**config.mk**
```make
export PLATFORM = sky130hd
export DESIGN_NAME = shared_reg_arbiter
export DESIGN_NICKNAME = d
export VERILOG_FILES = /design/src/rtl/shared_reg_arbiter.sv
export SDC_FILE = /design/constraint.sdc
export NUM_CORES = 1
export LEC_CHECK = 0
export BUFFER_PORTS_ARGS = -buffer_cell sky130_fd_sc_hd__buf_2
export CAP_MARGIN = 20
export CORE_MARGIN = 2
export CORE_UTILIZATION = 47
export DETAILED_ROUTE_END_ITERATION = 10
export GPL_TIMING_DRIVEN = 0
export PLACE_DENSITY_LB_ADDON = 0.15
export SLEW_MARGIN = 20
export SYNTH_ARGS = -nofsm -noshare
export SYNTH_HDL_FRONTEND = slang
export SYNTH_SLANG_ARGS = --single-unit
```
**constraint.sdc**
```tcl
create_clock -name clock -period 2.7 [get_ports clock]
set_input_delay 0.675 -clock clock [delete_from_list [all_inputs] [get_ports clock]]
set_output_delay 0.675 -clock clock [all_outputs]
set_load 0.005 [all_outputs]
```
**src/rtl/shared_reg_arbiter.sv**
```systemverilog
// shared_reg_arbiter
//   Round-robin arbiter that lets NUM_REQ requesters share a single DATA_W-bit
//   register. One requester is granted at a time. While granted, each cycle with
//   its req high commits its wdata slice into the register and pulses its ack bit.
//   A granted requester may hold lock to keep the grant for up to HOLD_MAX
//   consecutive writes.
//
//   Ports
//     clock  : rising-edge clock
//     reset  : synchronous, active-high reset
//     req    : per-requester write request
//     lock   : per-requester "keep grant after this write" (only the owner's bit matters)
//     wdata  : requester i data at [i*DATA_W +: DATA_W]
//     grant  : registered grant, one-hot or zero
//     ack    : registered one-cycle pulse, write of requester i committed
//     q      : shared register contents
//     owner  : index of the last committed writer
//     busy   : high whenever grant is non-zero
//
//   state  | meaning
//   -------+------------------------------------------------------------
//   IDLE   | no grant; round-robin search from ptr on the next edge
//   GRANT  | grant just issued, first write pending
//   LOCKED | owner kept the grant via lock, further writes pending

module shared_reg_arbiter #(
  parameter int NUM_REQ  = 4,
  parameter int DATA_W   = 8,
  parameter int HOLD_MAX = 4
) (
  input  logic                          clock,
  input  logic                          reset,
  input  logic [NUM_REQ-1:0]            req,
  input  logic [NUM_REQ-1:0]            lock,
  input  logic [NUM_REQ*DATA_W-1:0]     wdata,
  output logic [NUM_REQ-1:0]            grant,
  output logic [NUM_REQ-1:0]            ack,
  output logic [DATA_W-1:0]             q,
  output logic [$clog2(NUM_REQ)-1:0]    owner,
  output logic                          busy
);

  localparam int PTR_W = $clog2(NUM_REQ);
  localparam int CNT_W = $clog2(HOLD_MAX + 1);
  localparam logic [PTR_W:0]   NREQ     = (PTR_W + 1)'(NUM_REQ);
  localparam logic [PTR_W-1:0] LAST_IDX = PTR_W'(NUM_REQ - 1);
  localparam logic [CNT_W-1:0] HOLD_LIM = CNT_W'(HOLD_MAX);

  typedef enum logic [1:0] {
    IDLE   = 2'd0,
    GRANT  = 2'd1,
    LOCKED = 2'd2
  } state_t;

  state_t             state, state_nxt;
  logic [NUM_REQ-1:0] grant_nxt, ack_nxt;
  logic [DATA_W-1:0]  q_nxt;
  logic [PTR_W-1:0]   owner_nxt;
  logic [PTR_W-1:0]   ptr, ptr_nxt;
  logic [PTR_W-1:0]   cur, cur_nxt;
  logic [CNT_W-1:0]   hold_cnt, hold_nxt, hold_inc;

  logic [DATA_W-1:0]  wd [NUM_REQ];
  logic               found;
  logic [PTR_W-1:0]   pick;

  for (genvar i = 0; i < NUM_REQ; i++) begin : g_slice
    assign wd[i] = wdata[i*DATA_W +: DATA_W];
  end

  assign busy     = |grant;
  assign hold_inc = hold_cnt + 1'b1;

  // Round-robin search: first set req bit at ptr, ptr+1, ... modulo NUM_REQ.
  always_comb begin
    logic [PTR_W:0] idx;
    found = 1'b0;
    pick  = '0;
    idx   = '0;
    for (int k = 0; k < NUM_REQ; k++) begin
      idx = {1'b0, ptr} + (PTR_W + 1)'(k);
      if (idx >= NREQ) idx = idx - NREQ;
      if (!found && req[idx[PTR_W-1:0]]) begin
        found = 1'b1;
        pick  = idx[PTR_W-1:0];
      end
    end
  end

  always_comb begin
    state_nxt = state;
    grant_nxt = grant;
    ack_nxt   = '0;
    q_nxt     = q;
    owner_nxt = owner;
    ptr_nxt   = ptr;
    cur_nxt   = cur;
    hold_nxt  = hold_cnt;
    case (state)
      IDLE: begin
        if (found) begin
          grant_nxt       = '0;
          grant_nxt[pick] = 1'b1;
          cur_nxt         = pick;
          hold_nxt        = '0;
          state_nxt       = GRANT;
        end
      end
      GRANT, LOCKED: begin
        if (req[cur]) begin
          q_nxt        = wd[cur];
          owner_nxt    = cur;
          ack_nxt[cur] = 1'b1;
          hold_nxt     = hold_inc;
        end
        // A withdrawn request releases without writing; so does an unlocked
        // write or one that exhausts the burst allowance.
        if (req[cur] && lock[cur] && (hold_inc < HOLD_LIM)) begin
          state_nxt = LOCKED;
        end else begin
          grant_nxt = '0;
          ptr_nxt   = (cur == LAST_IDX) ? '0 : cur + 1'b1;
          state_nxt = IDLE;
        end
      end
      default: begin
        grant_nxt = '0;
        state_nxt = IDLE;
      end
    endcase
  end

  always_ff @(posedge clock) begin
    if (reset) begin
      state    <= IDLE;
      grant    <= '0;
      ack      <= '0;
      q        <= '0;
      owner    <= '0;
      ptr      <= '0;
      cur      <= '0;
      hold_cnt <= '0;
    end else begin
      state    <= state_nxt;
      grant    <= grant_nxt;
      ack      <= ack_nxt;
      q        <= q_nxt;
      owner    <= owner_nxt;
      ptr      <= ptr_nxt;
      cur      <= cur_nxt;
      hold_cnt <= hold_nxt;
    end
  end

endmodule

```
**Word-level counts from Yosys, hierarchy flattened**

Cells that the tools add are included.

- $add $sub $neg: 9
- $mul: 0
- Div/mod/pow operators: 0
- Order comparisons: 14
- Equal/unequal tests: 6
- Shifts and indexed selects: 0
- Mux-type cells: 41
- Bitwise operators: 4
- Reduce and logical (&&, ||, !) cells: 20

Operator list:

| cell | count |
|---|---|
| $mux W2 | 11 |
| $lt A2 B3 Y1 const B | 6 |
| $bmux W8 S2 | 1 |
| $mux W8 | 2 |
| $bmux W1 S2 | 6 |
| $ge A3 B3 Y1 const B | 4 |
| $mux W1 | 12 |
| $mux W4 | 2 |
| $pmux W4 S2 | 1 |
| $reduce_and A2 Y1 | 4 |
| $sub A2 B1 Y2 const B | 4 |
| $logic_and A1 B1 Y1 | 7 |
| $add A2 B2 Y3 const B | 2 |
| $mux W3 | 2 |
| $ne A2 B2 Y1 const B | 3 |
| $pmux W3 S2 | 1 |
| $demux W1 S2 | 2 |
| $eq A2 B2 Y1 const B | 2 |
| $ge A2 B1 Y1 const B | 2 |
| $pmux W2 S2 | 1 |
| $reduce_or A4 Y1 | 1 |
| $add A2 B1 Y3 const B | 1 |
| $add A3 B1 Y3 const B | 1 |
| $ge A2 B3 Y1 const B | 1 |
| 11 further kinds | 15 |

- Register bits after elaboration: 27
- Bits in latches: 0
- Bits in writable memories: 0
- Memory bits (read-only): 0
- Input bits: 42
- Output and inout port bits: 19
- Logic and storage cells: 102
- Memories: 0

**Logic depth before layout (Yosys ltp)**

Gate-level depths: netlist (run 1).

- Depth after elaboration: 20
- Gate-level depth with buffers: 7
- Depth with buffers taken out: 6

**Worst setup path before layout (run 1)**

No wires, ideal clock.

- Kind: input to register
- Start point: input port req[0]
- End point: register owner[1]
- Arrival: 1.835 ns
- Slack: 0.732 ns
- Stages on the path: 7
- Path buffers: 3
- Path through: buf_2 > mux4_2 > and2_1 > buf_6 > buf_2 > nand2_1 > a21oi_1

- Cells in the longest elaborated chain, start to end: 3

RTL lines:

| element | line | source |
|---|---|---|
| start, declared | 33 | `input logic [NUM_REQ-1:0] req,` |
| $bmux W1 S2 | 110 | `if (req[cur]) begin` |
| $mux W1 (implied by the code) | 110 |  |
| $reduce_and A2 Y1 (no source line) | - |  |
| end signal, assigned | 148 | `owner <= owner_nxt;` |
| end, declared | 39 | `output logic [$clog2(NUM_REQ)-1:0] owner,` |

Every way passes these cells. The select of a mux whose other input is x is not followed.
A chain may end at the register's enable or synchronous reset.

**Worst setup path after layout (run 1)**

- Start point: register state[1]
- End point: register grant[3]

- Cells in the longest elaborated chain, start to end: 4

RTL lines:

| element | line | source |
|---|---|---|
| start, declared | 55 | `state_t state, state_nxt;` |
| start signal, assigned | 144 | `state <= state_nxt;` |
| $eq A2 B1 Y1 / $eq A2 B2 Y1 (equally long branches) | 99 | `case (state)` |
| $reduce_or A2 Y1 | 99 |  |
| $ne A2 B2 Y1 (no source line) | - |  |
| $reduce_and A2 Y1 (no source line) | - |  |
| end signal, assigned | 145 | `grant <= grant_nxt;` |
| end, declared | 36 | `output logic [NUM_REQ-1:0] grant,` |

Parallel ways exist; a longest one is shown, timed or not.

==> results of run 1 <==
==> worst max-delay path: cells and delay by family (launching register included) <==
family                     cells  cell delay (ps)
DFF                            1              390
AOI/OAI and AO/OA              3             1220
buffers and inverters          2              200
adders and majority gates      1              410
==> where the power goes <==
| part | switching, mW | internal (mW) |
|---|---|---|
| combinational | 0.132 | 0.124 |
| sequential | 0.0221 | 0.427 |
| clock | 0.128 | 0.0557 |
| total | 0.283 | 0.606 |
==> state kept, by name, summed over array words and instances, names as in the netlist <==
| signal | flops |
|---|---|
| cur | 2 |
| ack | 4 |
| hold_cnt | 3 |
| state | 2 |
| owner | 2 |
| grant | 4 |
| q | 8 |
| ptr | 2 |
==> per-layer routing <==
metal,up-vias,track usage [%],routed length (um)
met1,736,27.7,1590
met3,3,1.89,174
met2,40,39.5,2140
met4,0,3.65,21
met5,-,0,0
li1,744,-,-
==> cells in the final DEF, fill, tap and decap left out, types with 3 or more instances in the layout <==
cell type	instances
a21oi_1	15
and3_1	6
nand2_1	35
or3_1	3
dfxtp_1	27
ha_1	7
o311ai_0	4
buf_2	63
mux4_2	10
nor2_1	3
clkbuf_4	3
inv_1	9
nand3b_1	4
clkbuf_1	4
==> metrics by stage <==
stage | instances | area [um^2] | util (%) | power, mW
global route | 275 | 1930 | 62.1 | 0.938
floorplan | 168 | 1550 | - | 0.619
CTS | 275 | 1930 | 62.1 | 0.888
finish | 275 | 1930 | 62.1 | 0.889
detailed placement | 271 | 1900 | 61.2 | 0.714
global placement | 271 | 1900 | 61.2 | 0.702
==> kinds of logic (layout without fill, tap and decap cells) <==
family / after synthesis / count (layout) / synth area share [%]
compound gates: 39 / 39 / 18.0
mux: 11 / 11 / 15.2
buf+inv: 20 / 83 / 6.14
simple gates: 63 / 63 / 19.5
fa+ha+maj: 7 / 7 / 5.65
xor+xnor: 1 / 1 / 0.566
flops: 27 / 27 / 34.9
==> cell type report <==
type,count,area share (%)
buffer,10,2.99
multi-input combinational,121,47.4
inverter,10,1.95
tap,44,2.86
timing repair buffer,59,15.3
sequential,27,28.1
clock buffer,3,1.17
clock inverter,1,0.260
==> Yosys cell counts, drive strengths merged, types with 2 or more instances <==
| master | instances |
|---|---|
| inv | 10 |
| o211ai | 2 |
| mux4 | 10 |
| o32ai | 2 |
| nor2 | 3 |
| and2 | 2 |
| nand2b | 2 |
| nand3 | 2 |
| nor2b | 2 |
| dfxtp | 27 |
| o311ai | 4 |
| nand3b | 4 |
| a32oi | 2 |
| a2111oi | 2 |
| a21oi | 16 |
| o41ai | 3 |
| ha | 7 |
| nor4 | 2 |
| or3 | 3 |
| and3 | 6 |
| clkbuf | 4 |
| nand2 | 35 |
| buf | 6 |
==> final timing paths <==
path	startpoint	end	slack (ps)	cells past startpoint
min reg2reg	q[2]$_SDFFE_PP0N_	q[2]$_SDFFE_PP0N_	460	2
max	state[1]$_SDFFE_PP0P_	grant[3]$_SDFFE_PP0P_	360	6
max reg2reg	state[1]$_SDFFE_PP0P_	grant[3]$_SDFFE_PP0P_	360	6
min	q[2]$_SDFFE_PP0N_	q[2]$_SDFFE_PP0N_	460	2
==> parameters.txt, run 1 <==
Parameter                              Value

Clocking
  CTS H-tree lvls    1
  Clock slew at the register clock pins of the worst setup and hold paths    around 160 ps
  Clock insertion delay at the later pin of the skew report    330 ps
  Clock tree from TritonCTS    yes
  Number of sinks on the clock net    27
  Post-CTS setup buffer count    0
  Cts repair resizes    0
  Clock Root Buffer    clkbuf_4
  Count of hold-fix buffers inserted at cts    0
  Total CTS buffers    3
  Number of buffers on the longest clock path    2

Floorplan
  Die Span X    approximately 61 um
  Top Ports    61
  Overall die height    approximately 60 um
  Placeable core area    0.00310 mm^2
  Floorplan die area    between 0.003 and 0.004 mm^2
  Initial Utilization    49.9%
  Standard-cell row count    20

Job
  Max-capacitance violation count    0

Synthesis
  Mean cell area of the mapped netlist    9.22 um^2
  Count of state elements after synthesis    27
  Total of warnings raised by yosys    0
  Syn Nets    217
  Biggest area contributors in the synthesized netlist    dfxtp_1 (35%), mux4_2 (15%), nand2_1 (8.5%), ha_1 (5.7%), a21oi_1 (4.8%)
  Number of flops mapped to enable cells by yosys    0
  Sequential fraction of the synthesis area    roughly a third
  Netlist cell types    39
  Top FF cell, synth    dfxtp_1
  Library cell with the largest summed area after synthesis    dfxtp_1
  Share of async-settable or async-resettable flops after synthesis    0%
  Fraction of synthesized cell area taken by the top area cell type    about a third
  Gate Count Post-Synth    168
  Mapped cell area    roughly 0.0015 mm^2

Timing
  Setup Skew    between 5 and 6 ps
  Setup Total Neg Slack    0 ps
  Number of max-slew violations in the final report    0
  Crit path time final    2340 ps
  Endpoints failing setup    0
  Normalized max-slew margin    between 30% and 40%
  Fin Hold WS    463 ps
  Unrepaired setup endpoints after global routing    no
  Final setup slack of the worst path    363 ps
  Slew of the pin with the lowest slew margin    roughly 900 ps
  Crit share post-route    86.6%
  Final hold violations    0
  Top achievable clock speed    428 MHz

Critical path
  Critical-path cell list    inv_1, ha_1, inv_1, a2111oi_0, o311ai_0, o41ai_1
  Crit path launch type    flop
  Capturing element type of the critical path    flop
  Biggest cell delay along the critical path    800 ps
  Arrival time at the worst endpoint    2570 ps
  Most numerous cell on the critical path    inv_1
  Largest fanout of any net on the critical path    8
  Critical Setup Path Class    flop to flop
  CP Data Required Time    2930 ps
  CP max-delay cell    a2111oi_0

Worst hold path
  Path class of the lowest-slack min-delay path    flop to flop

Routing
  Initial DRT Pass Iterations    4
  Post-route DRC violation count    0
  Count of antenna-violating nets left after detailed routing    0
  Total length of routed wires    3930 um
  Starting DRT DRC Count    90
  Post-detailed-route via-to-cell ratio    about 5.5
  WL per Instance    14.3 um
  Detailed-route via count    1,523

Placed design
  Routability-driven placement congestion ratio    0.811
  Post-placement worst setup slack    about 460 ps
  Half-perimeter wire length of the detailed placement result    3030 um
  Port buffer count    59

Finish
  Fraction of final layout cells with drive strength greater than 1    35.9%
  Nets    281
  Area of the multi-input gates    ~910 um^2
  Fill count    313
  Footprint of the flip-flops and latches    541 um^2
  Final antenna diode count    0
  Area growth from synthesis to final layout    24.4%

Pwr
  Pwr Density    462 mW/mm^2
  Peak VDD IR    244 uV
  LEAKAGE    0.839 nW

Global routing
  Largest net degree at the start of global routing    16
  Number of global-route vias before repair    between 1,000 and 1,500
  First-pass GRT wire length    6110 um
  Total gr overflow    0
  All-Layer GR Usage    between 20% and 30%
  Number of antenna violations at the first check in global routing    0

Run status
  Result of the run    complete, no violations
(Power assumes the default switching activity.)
==> run 2: changes to the inputs <==
clock period = 2.47 ns   (was 2.7 ns; I/O delays follow)
==> parameters.txt, run 2 (same netlist as run 1, synthesis figures left out) <==
Parameter                              Value

Critical path
  Startpoint of the worst register-to-register path    state[1]$_SDFFE_PP0P_
  Termination of the worst setup path    grant[3]$_SDFFE_PP0P_
  Slack of the worst reg-to-reg path    300 ps (-70 ps)
  Capturing element type of the critical path    flop
  Largest fanout of any net on the critical path    8 (unchanged)
  CP startpoint    state[1]$_SDFFE_PP0P_
  Critical Setup Path Class    flop to flop
  Crit path launch type    flop
  CP Data Required Time    2700 ps (-230 ps)
  Arrival time at the worst endpoint    2400 ps (-170 ps)
  R2R Path End    grant[3]$_SDFFE_PP0P_
  Cell depth of the worst flop-to-flop path    6 (unchanged)

Timing
  Final hold violations    0 (unchanged)
  Setup Total Neg Slack    0 ps (unchanged)
  Slew of the pin with the lowest slew margin    708 ps (-194 ps)
  Endpoints failing setup    0 (unchanged)
  Number of max-slew violations in the final report    0 (unchanged)
  Setup Skew    5.44 ps (+0.309 ps)
  Crit path time final    2170 ps (-162 ps)
  Final setup slack of the worst path    295 ps (-67.9 ps)
  Top achievable clock speed    460 MHz (+7.5%)
  Normalized max-slew margin    52.7% (+14 points)
  Unrepaired setup endpoints after global routing    no
  Fin Hold WS    463 ps (-0.0180 ps)
  Crit share post-route    88.0% (+1.5 points)

Finish
  Regs by FF count    q x8, ack x4, grant x4
  Most common cell after layout, fill and taps aside    buf_2
  Nets    281 (unchanged)
  Final design area excluding fillers    0.00193 mm^2 (+0.13%)
  Final core occ    62.2% (+0.081 points)
  Final antenna diode count    0 (unchanged)
  Final Instance Count excl. Fillers    275 (unchanged)
  Largest register by flop count    q
  Fraction of final layout cells with drive strength greater than 1    35.9% (unchanged)
  Number of flip-flops under the largest register name    8 (unchanged)
  Area growth from synthesis to final layout    24.6%
  Commonest non-fill, non-tap cells in the layout    buf_2 (63), nand2_1 (35), dfxtp_1 (27), a21oi_1 (15), mux4_2 (10)

Global routing
  Largest net degree at the start of global routing    16 (unchanged)
  Number of global-route vias before repair    1,384 (unchanged)
  First-pass GRT wire length    6110 um (unchanged)
  Number of antenna violations at the first check in global routing    0 (unchanged)
  All-Layer GR Usage    21.4% (unchanged)
  Total gr overflow    0 (unchanged)

Clocking
  Count of hold-fix buffers inserted at cts    0 (unchanged)
  Clock insertion delay at the later pin of the skew report    330 ps (about the same)
  Number of buffers on the longest clock path    2 (unchanged)
  Post-CTS setup buffer count    0 (unchanged)
  Clock tree from TritonCTS    yes
  Total CTS buffers    3 (unchanged)
  Clock slew at the register clock pins of the worst setup and hold paths    160 ps (about the same)
  Cts repair resizes    0 (unchanged)
  Number of sinks on the clock net    27 (unchanged)
  Clock Root Buffer    clkbuf_4
  CTS H-tree lvls    1 (unchanged)

Worst hold path
  Path class of the lowest-slack min-delay path    flop to flop
  Beginning of the worst hold path    q[2]$_SDFFE_PP0N_

Routing
  Uppermost signal routing layer after detailed routing    met4
  Post-route DRC violation count    0 (unchanged)
  Total length of routed wires    3870 um (-1.6%)
  Met2 layer wire length in the routed design    2090 um (-2.3%)
  Count of antenna-violating nets left after detailed routing    0 (unchanged)
  Post-route met1 wirelength    1550 um (-2.7%)
  Detailed-route via count    1,505 (-1.2%)
  Initial DRT Pass Iterations    4 (unchanged)
  Post-detailed-route via-to-cell ratio    5.47 (-1.2%)
  Met3 WL    204 um (+17%)
  WL per Instance    14.1 um (-1.6%)
  Starting DRT DRC Count    92 (+2.2%)

Floorplan
  Floorplan die area    0.00377 mm^2 (unchanged)
  Top Ports    61 (unchanged)
  Die Span X    61.4 um (unchanged)
  Placeable core area    0.00310 mm^2 (unchanged)
  Overall die height    61.4 um (unchanged)
  Standard-cell row count    20 (unchanged)
  Initial Utilization    49.9% (unchanged)

Job
  Max-capacitance violation count    0 (unchanged)

Run status
  Result of the run    complete, no violations

Pwr
  Peak VDD IR    267 uV (+9.3%)
  Power Total    0.971 mW (+9.2%)
  LEAKAGE    0.839 nW (about the same)
  Pwr Density    503 mW/mm^2 (+9.1%)

Placed design
  Post-placement worst setup slack    229 ps (-230 ps)
  Placed cell count    271 (unchanged)
  Routability-driven placement congestion ratio    0.811 (unchanged)
  Port buffer count    59 (unchanged)
  Placed instance area    0.00190 mm^2 (unchanged)
  Half-perimeter wire length of the detailed placement result    3030 um (unchanged)
## run 2: cell types whose count changed in the layout (fill, tap and decap cells not counted)
cell / change
a2111oi_0: -2
a2111oi_1: +2
## run 2: report_power, final
part | internal, mW | leakage, nW | switching, mW | total, mW
registers | 0.467 | 0.220 | 0.0238 | 0.490
logic | 0.136 | 0.602 | 0.144 | 0.280
clock network | 0.0609 | 0.0177 | 0.140 | 0.201
## run 2: metal layers
layer  GRT usage (%)  vias to the layer above
met5               0                        -
met4            3.65                        0
met3            1.89                        3
met2            39.5                       47
met1            27.7                      710
li1                -                      745
## run 2: layout make-up
cell class | instances | area [um^2]
fill | 315 | 1170
multi-input combinational | 121 | 916
sequential | 27 | 541
timing repair buffer | 59 | 295
buffer | 10 | 57.6
tap | 44 | 55.1
inverter | 10 | 37.5
clock buffer | 3 | 22.5
clock inverter | 1 | 5.00
## run 2: worst min-delay path by stage
stage,endpoint,slack [ps],depth (start not counted)
3_3_place_gp,q[0]$_SDFFE_PP0N_,440,2
4_1_cts,q[2]$_SDFFE_PP0N_,460,2
3_5_place_dp,q[2]$_SDFFE_PP0N_,440,2
5_1_grt,q[2]$_SDFFE_PP0N_,490,2
2_1_floorplan,owner[0]$_SDFFE_PP0N_,450,2
6_report,q[2]$_SDFFE_PP0N_,460,2
## run 2: critical path, stage by stage (launching register included)
cell,delay [ps]
dfxtp_1,390
inv_1,50
ha_1,410
inv_1,150
a2111oi_1,650
o311ai_0,280
o41ai_1,120
==> run 3: changes to the inputs <==
MAX_ROUTING_LAYER = met4   (was unset)
==> parameters.txt, run 3 (same netlist as run 1, synthesis figures left out) <==
Parameter                              Value

Run status
  Result of the run    complete, no violations

Routing
  Initial DRT Pass Iterations    4 (unchanged)
  Post-detailed-route via-to-cell ratio    5.46 (-0.27%)
  Detailed-route via count    1,501 (-0.27%)
  Total length of routed wires    3860 um (-0.36%)
  Post-route DRC violation count    0 (unchanged)
  Count of antenna-violating nets left after detailed routing    0 (unchanged)
  Starting DRT DRC Count    75 (-18%)
  WL per Instance    14.0 um (-0.36%)

Finish
  Nets    281 (unchanged)
  Final core occ    62.2% (unchanged)
  Fraction of final layout cells with drive strength greater than 1    35.9% (unchanged)
  Final Instance Count excl. Fillers    275 (unchanged)
  Final design area excluding fillers    0.00193 mm^2 (unchanged)
  Number of flip-flops under the largest register name    8 (unchanged)
  Area growth from synthesis to final layout    24.6% (unchanged)
  Largest register by flop count    q
  Final antenna diode count    0 (unchanged)
  Regs by FF count    q x8, ack x4, grant x4
  Fill count    288 (-8.6%)
  Footprint of the flip-flops and latches    541 um^2 (unchanged)
  Most common cell after layout, fill and taps aside    buf_2
  Commonest non-fill, non-tap cells in the layout    buf_2 (63), nand2_1 (35), dfxtp_1 (27), a21oi_1 (15), mux4_2 (10)
  Area of the multi-input gates    916 um^2 (unchanged)

Global routing
  All-Layer GR Usage    22.2% (+0.76 points)
  Largest net degree at the start of global routing    16 (unchanged)
  Most utilized layer in the global route result    met2
  Total gr overflow    0 (unchanged)
  Number of antenna violations at the first check in global routing    0 (unchanged)
  Met2 layer usage reported by global route    39.2% (-0.30 points)
  Met3 Usage GRT    4.41% (+2.5 points)
  Number of global-route vias before repair    1,420 (+2.6%)
  First-pass GRT wire length    6150 um (+0.79%)
  Fraction of met1 tracks used by global routing    27.4% (-0.30 points)

Worst hold path
  Path class of the lowest-slack min-delay path    flop to flop

Pwr
  Peak VDD IR    416 uV (+56%)
  Net switching fraction of the power    31.0% (-0.70 points)
  Combinational share of power    29.2% (+0.4 points)
  LEAKAGE    0.839 nW (unchanged)
  Clock power share    19.8% (-0.9 points)
  Switching Power    0.298 mW (-3.3%)
  Power Total    0.961 mW (-1.1%)
  Pwr Density    498 mW/mm^2 (-1.1%)
  Seq pwr share    51.0% (+0.5 points)
  Pint    0.663 mW (about the same)

Clocking
  Clock slew at the register clock pins of the worst setup and hold paths    130 ps (-30 ps)
  Total CTS buffers    3 (unchanged)
  CTS H-tree lvls    1 (unchanged)
  Clock Root Buffer    clkbuf_4
  Clock insertion delay at the later pin of the skew report    330 ps (about the same)
  Clock tree from TritonCTS    yes
  Count of hold-fix buffers inserted at cts    0 (unchanged)
  Number of sinks on the clock net    27 (unchanged)
  Number of buffers on the longest clock path    2 (unchanged)

Critical path
  CP max-delay cell    a2111oi_1
  Capturing element type of the critical path    flop
  Largest fanout of any net on the critical path    8 (unchanged)
  CP Data Required Time    2690 ps (about the same)
  Buffer and inverter count on the worst path    2 (unchanged)
  Most numerous cell on the critical path    inv_1
  Critical-path cell list    inv_1, ha_1, inv_1, a2111oi_1, o311ai_0, o41ai_1
  Biggest cell delay along the critical path    640 ps (about the same)
  Kind of cell adding the most delay to the critical path    compound AO/OA/AOI/OAI gates
  Crit path launch type    flop
  Critical Setup Path Class    flop to flop
  Arrival time at the worst endpoint    2360 ps (-40 ps)

Timing
  Top achievable clock speed    469 MHz (+2.0%)
  Setup Skew    16.5 ps (+11.1 ps)
  Endpoints failing setup    0 (unchanged)
  Crit path time final    2130 ps (-42.1 ps)
  Unrepaired setup endpoints after global routing    no
  Slew of the pin with the lowest slew margin    697 ps (-10.3 ps)
  Crit share post-route    86.3% (-1.7 points)
  Normalized max-slew margin    53.4% (+0.69 points)
  Final hold violations    0 (unchanged)
  Number of max-slew violations in the final report    0 (unchanged)
  Setup Total Neg Slack    0 ps (unchanged)

Placed design
  Port buffer count    59 (unchanged)
  Routability-driven placement congestion ratio    0.814 (+0.33%)
  Placed cell count    271 (unchanged)
  Placed instance area    0.00190 mm^2 (unchanged)
  Half-perimeter wire length of the detailed placement result    3010 um (-0.82%)

Floorplan
  Die Span X    61.4 um (unchanged)
  Floorplan die area    0.00377 mm^2 (unchanged)
  Overall die height    61.4 um (unchanged)
  Initial Utilization    49.9% (unchanged)
  Top Ports    61 (unchanged)
  Placeable core area    0.00310 mm^2 (unchanged)
  Standard-cell row count    20 (unchanged)

Job
  Max-capacitance violation count    0 (unchanged)
run 3: cell counts in the layout (fill, tap and decap cells not counted):
Identical to the previous run, type by type.
run 3: per-stage QoR:
step	hold slack (ps)	worst slack, ps
floorplan	453	559
global placement	441	299
detailed placement	445	232
CTS	463	173
global route	491	135
finish	461	337
run 3: power by group through the flow:
stage          sequential [mW]  clock [mW]  combinational (mW)
5_1_grt                  0.495       0.218               0.313
2_1_floorplan            0.497           0               0.179
3_3_place_gp             0.498           0               0.270
3_5_place_dp             0.499           0               0.279
6_report                 0.490       0.191               0.280
4_1_cts                  0.490       0.195               0.281
run 3: repair_timing:
item	4_1_cts	5_1_grt
hold endpoints to repair	0	0
resized for setup	0	2
buffers inserted	0	0
setup endpoints to repair	0	4
run 3: per-layer routing:
metal | vias up | routed length [um]
met2 | 37 | 2020
met3 | 2 | 135
li1 | 742 | -
met1 | 720 | 1690
met4 | 0 | 8
met5 | - | 0
run 3: final timing paths:
| path | start | to | slack (ps) | cells past startpoint |
|---|---|---|---|---|
| setup reg to reg | state[1]$_SDFFE_PP0P_ | grant[3]$_SDFFE_PP0P_ | 340 | 6 |
| setup / recovery | state[1]$_SDFFE_PP0P_ | grant[3]$_SDFFE_PP0P_ | 340 | 6 |
| hold / removal | q[1]$_SDFFE_PP0N_ | q[1]$_SDFFE_PP0N_ | 460 | 2 |
| hold reg to reg | q[1]$_SDFFE_PP0N_ | q[1]$_SDFFE_PP0N_ | 460 | 2 |
run 3: final cells by class:
| type | instances | area share (%) |
|---|---|---|
| clock buffer | 3 | 1.17 |
| multi-input combinational | 121 | 47.5 |
| sequential | 27 | 28.0 |
| clock inverter | 1 | 0.259 |
| tap | 44 | 2.85 |
| inverter | 10 | 1.95 |
| buffer | 10 | 2.98 |
| timing repair buffer | 59 | 15.3 |
run 3: worst min-delay path, stage by stage, from the launching register on:
cell	delay (ps)
dfxtp_1	330
nand2_1	50
a21oi_1	50
